File: src/rtl/pong_game_core.sv
// Pong game-state engine (paddles, ball, scores, serve/play/over FSM) with scan-position pixel decode; PONG_SPEEDUP_EN adds per-hit |dx| growth.
// Latency: state/position/score update 1 cycle after a frame_tick edge; pixel flags are combinational on x,y.
// Backpressure: none; frame_tick gates every update, point_pulse self-clears after one cycle.
module pong_game_core #(
    parameter int H_ACTIVE     = 640,
    parameter int V_ACTIVE     = 480,
    parameter int BORDER       = 5,
    parameter int PAD_W        = 4,
    parameter int PAD_H        = 90,
    parameter int PAD1_X       = 40,
    parameter int PAD2_X       = 600,
    parameter int PAD_VEL      = 2,
    parameter int BALL_SIZE    = 8,
    parameter int BALL_VEL     = 2,
    parameter int BALL_VEL_MAX = 6,
    parameter int SCORE_W      = 4,
    parameter int WIN_SCORE    = 9,
    parameter int SERVE_FRAMES = 60
) (
    input  logic               clk,
    input  logic               reset,
    input  logic               frame_tick,
    input  logic               start,
    input  logic               up1,
    input  logic               down1,
    input  logic               up2,
    input  logic               down2,
    input  logic [9:0]         x,
    input  logic [9:0]         y,
    output logic               pad1_on,
    output logic               pad2_on,
    output logic               ball_on,
    output logic [SCORE_W-1:0] score1,
    output logic [SCORE_W-1:0] score2,
    output logic [2:0]         state,
    output logic               game_over,
    output logic               point_pulse
);
    typedef logic signed [10:0] s11_t;
    typedef enum logic [2:0] {
        ST_IDLE  = 3'd0,
        ST_SERVE = 3'd1,
        ST_PLAY  = 3'd2,
        ST_POINT = 3'd3,
        ST_OVER  = 3'd4
    } state_t;

    localparam s11_t L_BORDER = s11_t'(BORDER);
    localparam s11_t L_PMAX   = s11_t'(V_ACTIVE - BORDER - PAD_H);
    localparam s11_t L_PVEL   = s11_t'(PAD_VEL);
    localparam s11_t L_PH1    = s11_t'(PAD_H - 1);
    localparam s11_t L_P1X    = s11_t'(PAD1_X);
    localparam s11_t L_P1XR   = s11_t'(PAD1_X + PAD_W - 1);
    localparam s11_t L_P1HIT  = s11_t'(PAD1_X + PAD_W);
    localparam s11_t L_P2X    = s11_t'(PAD2_X);
    localparam s11_t L_P2XR   = s11_t'(PAD2_X + PAD_W - 1);
    localparam s11_t L_P2HIT  = s11_t'(PAD2_X - BALL_SIZE);
    localparam s11_t L_BSZ    = s11_t'(BALL_SIZE);
    localparam s11_t L_BSZ1   = s11_t'(BALL_SIZE - 1);
    localparam s11_t L_VBOT   = s11_t'(V_ACTIVE - BORDER);
    localparam s11_t L_YBOT   = s11_t'(V_ACTIVE - BORDER - BALL_SIZE);
    localparam s11_t L_HRIGHT = s11_t'(H_ACTIVE - BORDER);
    localparam s11_t L_HACT   = s11_t'(H_ACTIVE);
    localparam s11_t L_VACT   = s11_t'(V_ACTIVE);
    localparam s11_t L_VEL    = s11_t'(BALL_VEL);
`ifdef PONG_SPEEDUP_EN
    localparam s11_t L_VMAX   = s11_t'(BALL_VEL_MAX);
`endif
    localparam logic [9:0] C_BX = 10'((H_ACTIVE - BALL_SIZE) / 2);
    localparam logic [9:0] C_BY = 10'((V_ACTIVE - BALL_SIZE) / 2);
    localparam logic [9:0] C_PY = 10'((V_ACTIVE - PAD_H) / 2);
    localparam int CNT_W = (SERVE_FRAMES > 1) ? $clog2(SERVE_FRAMES) : 1;
    localparam logic [CNT_W-1:0] CNT_LAST = CNT_W'(SERVE_FRAMES - 1);
    localparam logic [SCORE_W-1:0] S_WIN  = SCORE_W'(WIN_SCORE);
    localparam logic [SCORE_W-1:0] S_MAX  = {SCORE_W{1'b1}};

    state_t             state_q, state_d;
    logic [9:0]         pad1_y_q, pad1_y_d, pad2_y_q, pad2_y_d;
    logic [9:0]         ball_x_q, ball_x_d, ball_y_q, ball_y_d;
    s11_t               ball_dx_q, ball_dx_d, ball_dy_q, ball_dy_d;
    logic [SCORE_W-1:0] score1_q, score1_d, score2_q, score2_d;
    logic [CNT_W-1:0]   serve_cnt_q, serve_cnt_d;
    logic               serve_right_q, serve_right_d;
    logic               game_over_q, game_over_d;
    logic               point_pulse_q, point_pulse_d;

    s11_t bx, by, p1y, p2y, nx, ny, dx_mag, dy_mag, hit_mag, vy_res, vdy;
    logic hit1, hit2, miss_l, miss_r, go_serve, clr_scores;

    assign bx  = $signed({1'b0, ball_x_q});
    assign by  = $signed({1'b0, ball_y_q});
    assign p1y = $signed({1'b0, pad1_y_q});
    assign p2y = $signed({1'b0, pad2_y_q});

    function automatic logic [9:0] pad_step(input logic [9:0] py, input logic up, input logic dn);
        s11_t p;
        p = $signed({1'b0, py});
        if (up && !dn) p = p - L_PVEL;
        else if (dn && !up) p = p + L_PVEL;
        if (p < L_BORDER) p = L_BORDER;
        else if (p > L_PMAX) p = L_PMAX;
        return p[9:0];
    endfunction

    always_comb begin
        nx     = bx + ball_dx_q;
        ny     = by + ball_dy_q;
        dx_mag = ball_dx_q[10] ? -ball_dx_q : ball_dx_q;
        dy_mag = ball_dy_q[10] ? -ball_dy_q : ball_dy_q;
`ifdef PONG_SPEEDUP_EN
        hit_mag = (dx_mag >= L_VMAX) ? L_VMAX : dx_mag + s11_t'(1);
`else
        hit_mag = dx_mag;
`endif
        vy_res = ny;
        vdy    = ball_dy_q;
        if (ny <= L_BORDER) begin
            vy_res = L_BORDER;
            vdy    = dy_mag;
        end else if (ny + L_BSZ >= L_VBOT) begin
            vy_res = L_YBOT;
            vdy    = -dy_mag;
        end
        // Crossing tests use the pre-move position so a fast ball cannot tunnel through a paddle face.
        hit1   = ball_dx_q[10] && (bx >= L_P1HIT) && (nx <= L_P1XR)
                 && (by <= p1y + L_PH1) && (by + L_BSZ1 >= p1y);
        hit2   = !ball_dx_q[10] && (ball_dx_q != '0) && (bx + L_BSZ <= L_P2X) && (nx + L_BSZ1 >= L_P2X)
                 && (by <= p2y + L_PH1) && (by + L_BSZ1 >= p2y);
        miss_l = (nx <= L_BORDER);
        miss_r = (nx + L_BSZ >= L_HRIGHT);

        state_d       = state_q;
        pad1_y_d      = pad1_y_q;
        pad2_y_d      = pad2_y_q;
        ball_x_d      = ball_x_q;
        ball_y_d      = ball_y_q;
        ball_dx_d     = ball_dx_q;
        ball_dy_d     = ball_dy_q;
        score1_d      = score1_q;
        score2_d      = score2_q;
        serve_cnt_d   = serve_cnt_q;
        serve_right_d = serve_right_q;
        point_pulse_d = 1'b0;
        go_serve      = 1'b0;
        clr_scores    = 1'b0;

        if (frame_tick) begin
            if (state_q == ST_SERVE || state_q == ST_PLAY) begin
                pad1_y_d = pad_step(pad1_y_q, up1, down1);
                pad2_y_d = pad_step(pad2_y_q, up2, down2);
            end
            case (state_q)
                ST_IDLE, ST_OVER: begin
                    go_serve   = start;
                    clr_scores = start;
                end
                ST_SERVE: begin
                    if (serve_cnt_q == CNT_LAST) begin
                        state_d     = ST_PLAY;
                        serve_cnt_d = '0;
                    end else begin
                        serve_cnt_d = serve_cnt_q + CNT_W'(1);
                    end
                end
                ST_PLAY: begin
                    if (hit1 || hit2) begin
                        ball_x_d  = hit1 ? L_P1HIT[9:0] : L_P2HIT[9:0];
                        ball_dx_d = hit1 ? hit_mag : -hit_mag;
                        ball_y_d  = vy_res[9:0];
                        ball_dy_d = vdy;
                    end else if (miss_l || miss_r) begin
                        state_d       = ST_POINT;
                        point_pulse_d = 1'b1;
                        serve_right_d = !miss_l;
                        if (miss_l) score2_d = (score2_q == S_MAX) ? score2_q : score2_q + SCORE_W'(1);
                        else        score1_d = (score1_q == S_MAX) ? score1_q : score1_q + SCORE_W'(1);
                    end else begin
                        ball_x_d  = nx[9:0];
                        ball_y_d  = vy_res[9:0];
                        ball_dy_d = vdy;
                    end
                end
                ST_POINT: begin
                    if (score1_q == S_WIN || score2_q == S_WIN) state_d = ST_OVER;
                    else go_serve = 1'b1;
                end
                default: state_d = ST_IDLE;
            endcase
            // Every SERVE entry recentres and rearms the ball toward the last loser.
            if (go_serve) begin
                state_d     = ST_SERVE;
                ball_x_d    = C_BX;
                ball_y_d    = C_BY;
                ball_dx_d   = serve_right_q ? L_VEL : -L_VEL;
                ball_dy_d   = L_VEL;
                serve_cnt_d = '0;
            end
            if (clr_scores) begin
                score1_d = '0;
                score2_d = '0;
            end
        end
        game_over_d = (state_d == ST_OVER);
    end

    always_ff @(posedge clk) begin
        if (!reset) begin
            state_q       <= ST_IDLE;
            pad1_y_q      <= C_PY;
            pad2_y_q      <= C_PY;
            ball_x_q      <= C_BX;
            ball_y_q      <= C_BY;
            ball_dx_q     <= L_VEL;
            ball_dy_q     <= L_VEL;
            score1_q      <= '0;
            score2_q      <= '0;
            serve_cnt_q   <= '0;
            serve_right_q <= 1'b1;
            game_over_q   <= 1'b0;
            point_pulse_q <= 1'b0;
        end else begin
            state_q       <= state_d;
            pad1_y_q      <= pad1_y_d;
            pad2_y_q      <= pad2_y_d;
            ball_x_q      <= ball_x_d;
            ball_y_q      <= ball_y_d;
            ball_dx_q     <= ball_dx_d;
            ball_dy_q     <= ball_dy_d;
            score1_q      <= score1_d;
            score2_q      <= score2_d;
            serve_cnt_q   <= serve_cnt_d;
            serve_right_q <= serve_right_d;
            game_over_q   <= game_over_d;
            point_pulse_q <= point_pulse_d;
        end
    end

    s11_t xs, ys;
    logic vis;
    assign xs  = $signed({1'b0, x});
    assign ys  = $signed({1'b0, y});
    assign vis = (xs < L_HACT) && (ys < L_VACT);

    assign pad1_on = vis && (xs >= L_P1X) && (xs <= L_P1XR) && (ys >= p1y) && (ys <= p1y + L_PH1);
    assign pad2_on = vis && (xs >= L_P2X) && (xs <= L_P2XR) && (ys >= p2y) && (ys <= p2y + L_PH1);
    assign ball_on = vis && (xs >= bx) && (xs <= bx + L_BSZ1) && (ys >= by) && (ys <= by + L_BSZ1);

    assign score1      = score1_q;
    assign score2      = score2_q;
    assign state       = state_q;
    assign game_over   = game_over_q;
    assign point_pulse = point_pulse_q;
endmodule

File: config.mk
export PLATFORM = sky130hd
export DESIGN_NAME = pong_game_core
export DESIGN_NICKNAME = d
export VERILOG_FILES = /design/src/rtl/pong_game_core.sv
export SDC_FILE = /design/constraint.sdc
export NUM_CORES = 1
export LEC_CHECK = 0
export ABC_AREA = 1
export CAP_MARGIN = 5
export CORE_MARGIN = 5
export CORE_UTILIZATION = 58
export DETAILED_ROUTE_END_ITERATION = 8
export GPL_ROUTABILITY_DRIVEN = 1
export PLACE_DENSITY_LB_ADDON = 0.2
export SLEW_MARGIN = 20
export SYNTH_ARGS = -nofsm -noshare
export SYNTH_HDL_FRONTEND = slang
export SYNTH_SLANG_ARGS = --single-unit
export TNS_END_PERCENT = 20
File: constraint.sdc
create_clock -name clk -period 2.85 [get_ports clk]
set_input_delay 0.57 -clock clk [delete_from_list [all_inputs] [get_ports clk]]
set_output_delay 0.57 -clock clk [all_outputs]
set_load 0.02 [all_outputs]
# --- Word-level counts from Yosys, hierarchy flattened ---
# Index checks and enable logic that the tools add are counted.
# W data, S select, Z words.
op_classes:
  addsub: 21
  multipliers: 0
  n_div: 0
  order_cmp: 30
  eq_ne: 15
  n_shift: 0
  mux: 64
  bitwise: 4
  reduce_logical: 53
op_table:
  columns: ["operator", "n"]
  rows:
  - ["$mux W11", 21]
  - ["$mux W10", 15]
  - ["$le A11 B11 Y1", 6]
  - ["$mux W4", 12]
  - ["$neg A11 Y11", 4]
  - ["$ge A10 B10 Y1", 4]
  - ["$logic_and A1 B1 Y1", 26]
  - ["$add A10 B2 Y11 const B", 2]
  - ["$add A10 B3 Y11 const B", 2]
  - ["$add A10 B7 Y11 const B", 2]
  - ["$add A11 B11 Y11", 2]
  - ["$add A11 B5 Y11 const B", 2]
  - ["$ge A11 B11 Y1", 2]
  - ["$ge A11 B11 Y1 const B", 2]
  - ["$gt A11 B10 Y1 const B", 2]
  - ["$le A11 B4 Y1 const B", 2]
  - ["$lt A11 B4 Y1 const B", 2]
  - ["$sub A10 B2 Y11 const B", 2]
  - ["$ge A10 B6 Y1 const B", 2]
  - ["$mux W3", 6]
  - ["$mux W6", 3]
  - ["$eq A4 B4 Y1 const B", 4]
  - ["$pmux W3 S4", 1]
  - ["$reduce_and A6 Y1", 2]
  - ["31 further kinds", 59]
totals:
  ff_bits: 82
  latchBits: 0
  ram_bits: 0
  mem_bits_ro: 0
  inputBits: 28
  output_inout_bits: 16
  elab_cells: 200
  n_memories: 0

# --- Depth between registers and ports, before layout ---
logic_depth:
  word_depth: 12
  depth_mapped: 25
  mapped_depth_nobuf: 25

# --- Worst setup path after synthesis ---
# No wires, ideal clock.
synth_path:
  path_type: "reg2out"
  start: "register ball_y_q[0]"
  end: "output port ball_on"
  arrival_time_ns: 2.769
  required_ns: 2.280
  setup_slack_ns: -0.489
  stages_incl_launch_ff: 15
  path_buffers: 0
  path_cell_list: "dfxtp_1 -> inv_1 -> ha_1 -> nand2_1 -> nand4_1 -> o21ai_0 -> o21a_1 -> inv_1 -> ha_1 -> a21oi_1 -> a21boi_0 -> nor2_1 -> nor2_1 -> o211ai_1 -> nor4_1"
synth_between:
  elab_chain_cells: 3
synth_lines:
  columns: ["element", "line_no", "text"]
  rows:
  - ["from (decl)", "79", "logic [9:0] ball_x_q, ball_x_d, ball_y_q, ball_y_d;"]
  - ["from (signal assigned)", "226", "ball_y_q <= ball_y_d;"]
  - ["$add A10 B3 Y11 or $ge A10 B10 Y1 (tied branches)", "246", "assign ball_on = vis && (xs >= bx) && (xs <= bx + L_BSZ1) && (ys >= by) && (ys <= by + L_BSZ1);"]
  - ["$le A11 B11 Y1 or $logic_and A1 B1 Y1 (tied branches)", "246", null]
  - ["$logic_and A1 B1 Y1 (*)", "246", null]
  - ["to (decl)", "32", "output logic ball_on,"]
# Mark *: on every way between the ends. The rest lies on a longest branch, timed or not.

# --- Worst setup path after layout ---
# Same ends and word-level chain as after synthesis.

==> impl_metrics.py <==
metrics = {
    "synth": {
        "ys_async_sr_fraction": 0,
        "synth_fp_nets": 1924,
        "ys.flop_type": "dfxtp_1",
        "synth_edf_count": 0,
        "ys_seq_area_frac": 0.148,
        "synthDominantCellAreaShare": 0.194,
        "yosysWarnings": 0,
        "syn_inst": 1727,
        "synth_top_cell_by_area": "ha_1",
        "syn_area_um2": 10800,
        "ys_seq_elements": 80,
        "synth_cell_type_count": 56,
        "netlist_top_cells_area": "ha_1 (19%), nand2_1 (15%), dfxtp_1 (15%), inv_1 (7.9%), nor2_1 (5.7%)",
        "syn_area_per_cell_um2": 6.27,
    },
    "worst_hold_path": {
        "worstHoldStart": "serve_cnt_q[0]$_SDFFE_PN0P_",
        "min_to": "serve_cnt_q[0]$_SDFFE_PN0P_",
        "hold_path_class": "reg2reg",
        "hold_depth": 2,
    },
    "route": {
        "wl_per_cell_um": 15.4,
        "wirelength_um": 35400,
        "drt_iter0_drc": 849,
        "antenna_left": 0,
        "drcViolationCount": 0,
        "routed_via_density": 5.62,
        "dr_total_vias": 12882,
        "firstDrtPassIters": 7,
    },
    "placed_design": {
        "pre_cts_ws_ns": -0.881,
        "dp_hpwl_um": 26700,
        "numPortBuffers": 43,
        "dp_cells": 2260,
        "place.gp.congestion": 0.973,
    },
    "floorplanning": {
        "die_height_um": 147,
        "dieArea_um2": 21500,
        "start_util": 0.585,
        "core_um2": 18500,
        "num_rows": 50,
        "io_pins": 44,
        "die_w_um": 147,
    },
    "clock_tree": {
        "cts_hold_buf": 0,
        "numCtsBuffers": 9,
        "ctsRootBufferMaster": "clkbuf_16",
        "insertion_delay_ns": 0.36,
        "htreeDepth": 3,
        "cts_sinks": 80,
        "clockBufferDepth": 2,
        "clk_pin_slew_worst_paths_ns": 0.07,
        "cts_tree": "done",
    },
    "worst_setup_path": {
        "reg2reg_slack_ns": -0.60,
        "critPathRequiredTime_ns": 2.28,
        "worst-endpoint-arrival_ns": 2.91,
        "slowest_delay_ns": 0.34,
        "cp-startpoint": "ball_y_q[0]$_SDFFE_PN0P_",
        "cp_slowest_cell": "o211ai_1",
        "critical_path_class": "reg2out",
        "worstPathCellList": "inv_2 > buf_4 > nand3_2 > nand3_2 > xor2_2 > inv_1 > ha_1 > nand2_1 > or2_4 > nand4_1 > a21boi_2 > nor2_1 > nor2_1 > o211ai_1 > nor4_4 > buf_4",
        "path_buf_inv": 4,
        "end_kind": "primary output",
        "r2r-start": "ball_y_q[1]$_SDFFE_PN0P_",
        "crit_cells": 16,
        "reg2reg_to": "ball_dx_q[8]$_SDFFE_PN0P_",
        "cp_top_family": "simple AND/OR/NAND/NOR gates",
        "worstPathMaxFanout": 7,
        "start_kind": "flop",
        "rr_worst_depth": 26,
    },
    "timing": {
        "fin_crit_ns": 3.48,
        "setup_tns_ns": -26.21,
        "maxSlewHeadroom": 0.517,
        "fin_skew_ns": 0.00746,
        "rsz0062_at_grt": "yes",
        "setup_viol": 53,
        "min_period_over_period": 1.22,
        "fin_ws_ns": -0.634,
        "fmax_ghz": 0.287,
        "worst_slew_pin_slew_ns": 0.724,
        "hold_viol_final": 0,
        "maxSlewViolCount": 0,
    },
    "final_layout": {
        "num-nets-final": 2253,
        "final_core_util": 0.789,
        "layout.area.seq_um2": 1610,
        "nFillCells": 1345,
        "stdcell_count": 2294,
        "n_antenna_cell": 0,
        "multiInputGateArea_um2": 8740,
        "layout_common_cells": "nand2_1 (428), buf_4 (287), inv_1 (224), nor2_1 (159), ha_1 (158)",
        "final_common_cell": "nand2_1",
        "areaGrowthSynthToFinish_pct": 34.9,
        "layout-drive-gt1-share": 0.231,
    },
    "run": {
        "max_cap_viol_count": 0,
    },
    "global_route": {
        "grt_max_degree": 30,
        "grt_util_all_layers": 0.319,
        "grt_pass1_wl_um": 57600,
        "grt_overflow": 0,
        "antenna_found_initial": 0,
        "first_global_vias": 12371,
    },
    "power_and_ir_drop": {
        "leakage_nw": 7.38,
        "vdd_ir_drop_max_mv": 0.405,
        "power_density_nw_per_um2": 533,
    },
    "status": {
        "status": "complete, but fails checks",
        "violations": "negative setup slack",
    },
}
## state kept, by name (all words and copies together) (netlist names)
register       count
ball_dy_q         10
game_over          1
score1             4
state              3
ball_x_q          10
point_pulse        1
pad2_y_q          10
ball_dx_q         10
serve_right_q      1
ball_y_q          10
score2             4
serve_cnt_q        6
pad1_y_q          10
## layer usage
| layer | vias to the layer above | routed length [um] | track usage |
|---|---|---|---|
| met5 | - | 0 | 0 |
| met4 | 0 | 1450 | 0.130 |
| met3 | 119 | 2160 | 0.0410 |
| met2 | 496 | 17300 | 0.568 |
| met1 | 5882 | 14600 | 0.387 |
| li1 | 6385 | - | - |
## report_power, final
group	internal (mW)	leakage [nW]	switching, mW
combinational	2.14	6.57	2.91
sequential	1.21	0.651	0.0986
clock	0.861	0.164	0.572
total	4.21	7.38	3.58
## synth_stat cells (5+ instances only)
cell and number:
buf_2 6, nor2_1 164, nor4_1 9, nand4_1 54
nand2_4 8, nor3_1 25, or2_2 6, nand3_2 5
clkbuf_1 12, nor2_2 12, nand2_1 447, inv_1 228
inv_2 8, dfxtp_1 80, xnor2_1 6, nand3_1 115
nand3b_1 10, nand2_2 17, a21oi_1 115, o21a_1 6
ha_1 168, xor2_1 57, o21ai_0 92, o211ai_1 8
o21bai_1 5
## metrics by stage
stage	hold slack (ns)	instance area, um2	total power [mW]
2_1_floorplan	0.459	10900	4.20
3_3_place_gp	0.483	13600	5.77
3_5_place_dp	0.502	13600	5.89
4_1_cts	0.513	14400	7.55
5_1_grt	0.542	14600	8.40
6_report	0.513	14600	7.79
## cells by family after synthesis
family	Yosys count	synth area share
compound gates	259	0.134
flops	80	0.148
fa+ha+maj	169	0.196
buf+inv	263	0.0957
simple gates	892	0.375
xor+xnor	63	0.0510
other cells	1	0.000346
## how the worst max path moves through the flow
stage                    to  slack, ns
global route        ball_on      -0.77
detailed placement  pad2_on      -0.88
CTS                 ball_on      -0.61
global placement    pad2_on      -0.89
floorplan           ball_on     -0.006
finish              ball_on      -0.63
## cell type report
cell class / count / share of cell area
multi-input cells: 1387 / 0.598
inverters: 240 / 0.0619
repair buffers: 338 / 0.186
clock buffers: 9 / 0.0154
well taps: 234 / 0.0200
flip-flops and latches: 80 / 0.110
clock inverters: 6 / 0.00805
## worst register-to-register path: cells and delay by family, from the launching register on
kind | cells | cell delay (ns)
compound gates | 4 | 0.65
xor+xnor | 1 | 0.20
fa+ha+maj | 2 | 0.48
buf+inv | 6 | 0.62
flops | 1 | 0.35
simple gates | 13 | 1.05
## repair_timing
item,4_1_cts,5_1_grt
cloned,4,0
pin swaps,57,30
setup buffers,11,6
setup endpoints to repair,53,60
gates resized for setup,108,38
No activity file was read; power rests on OpenSTA's default activity.
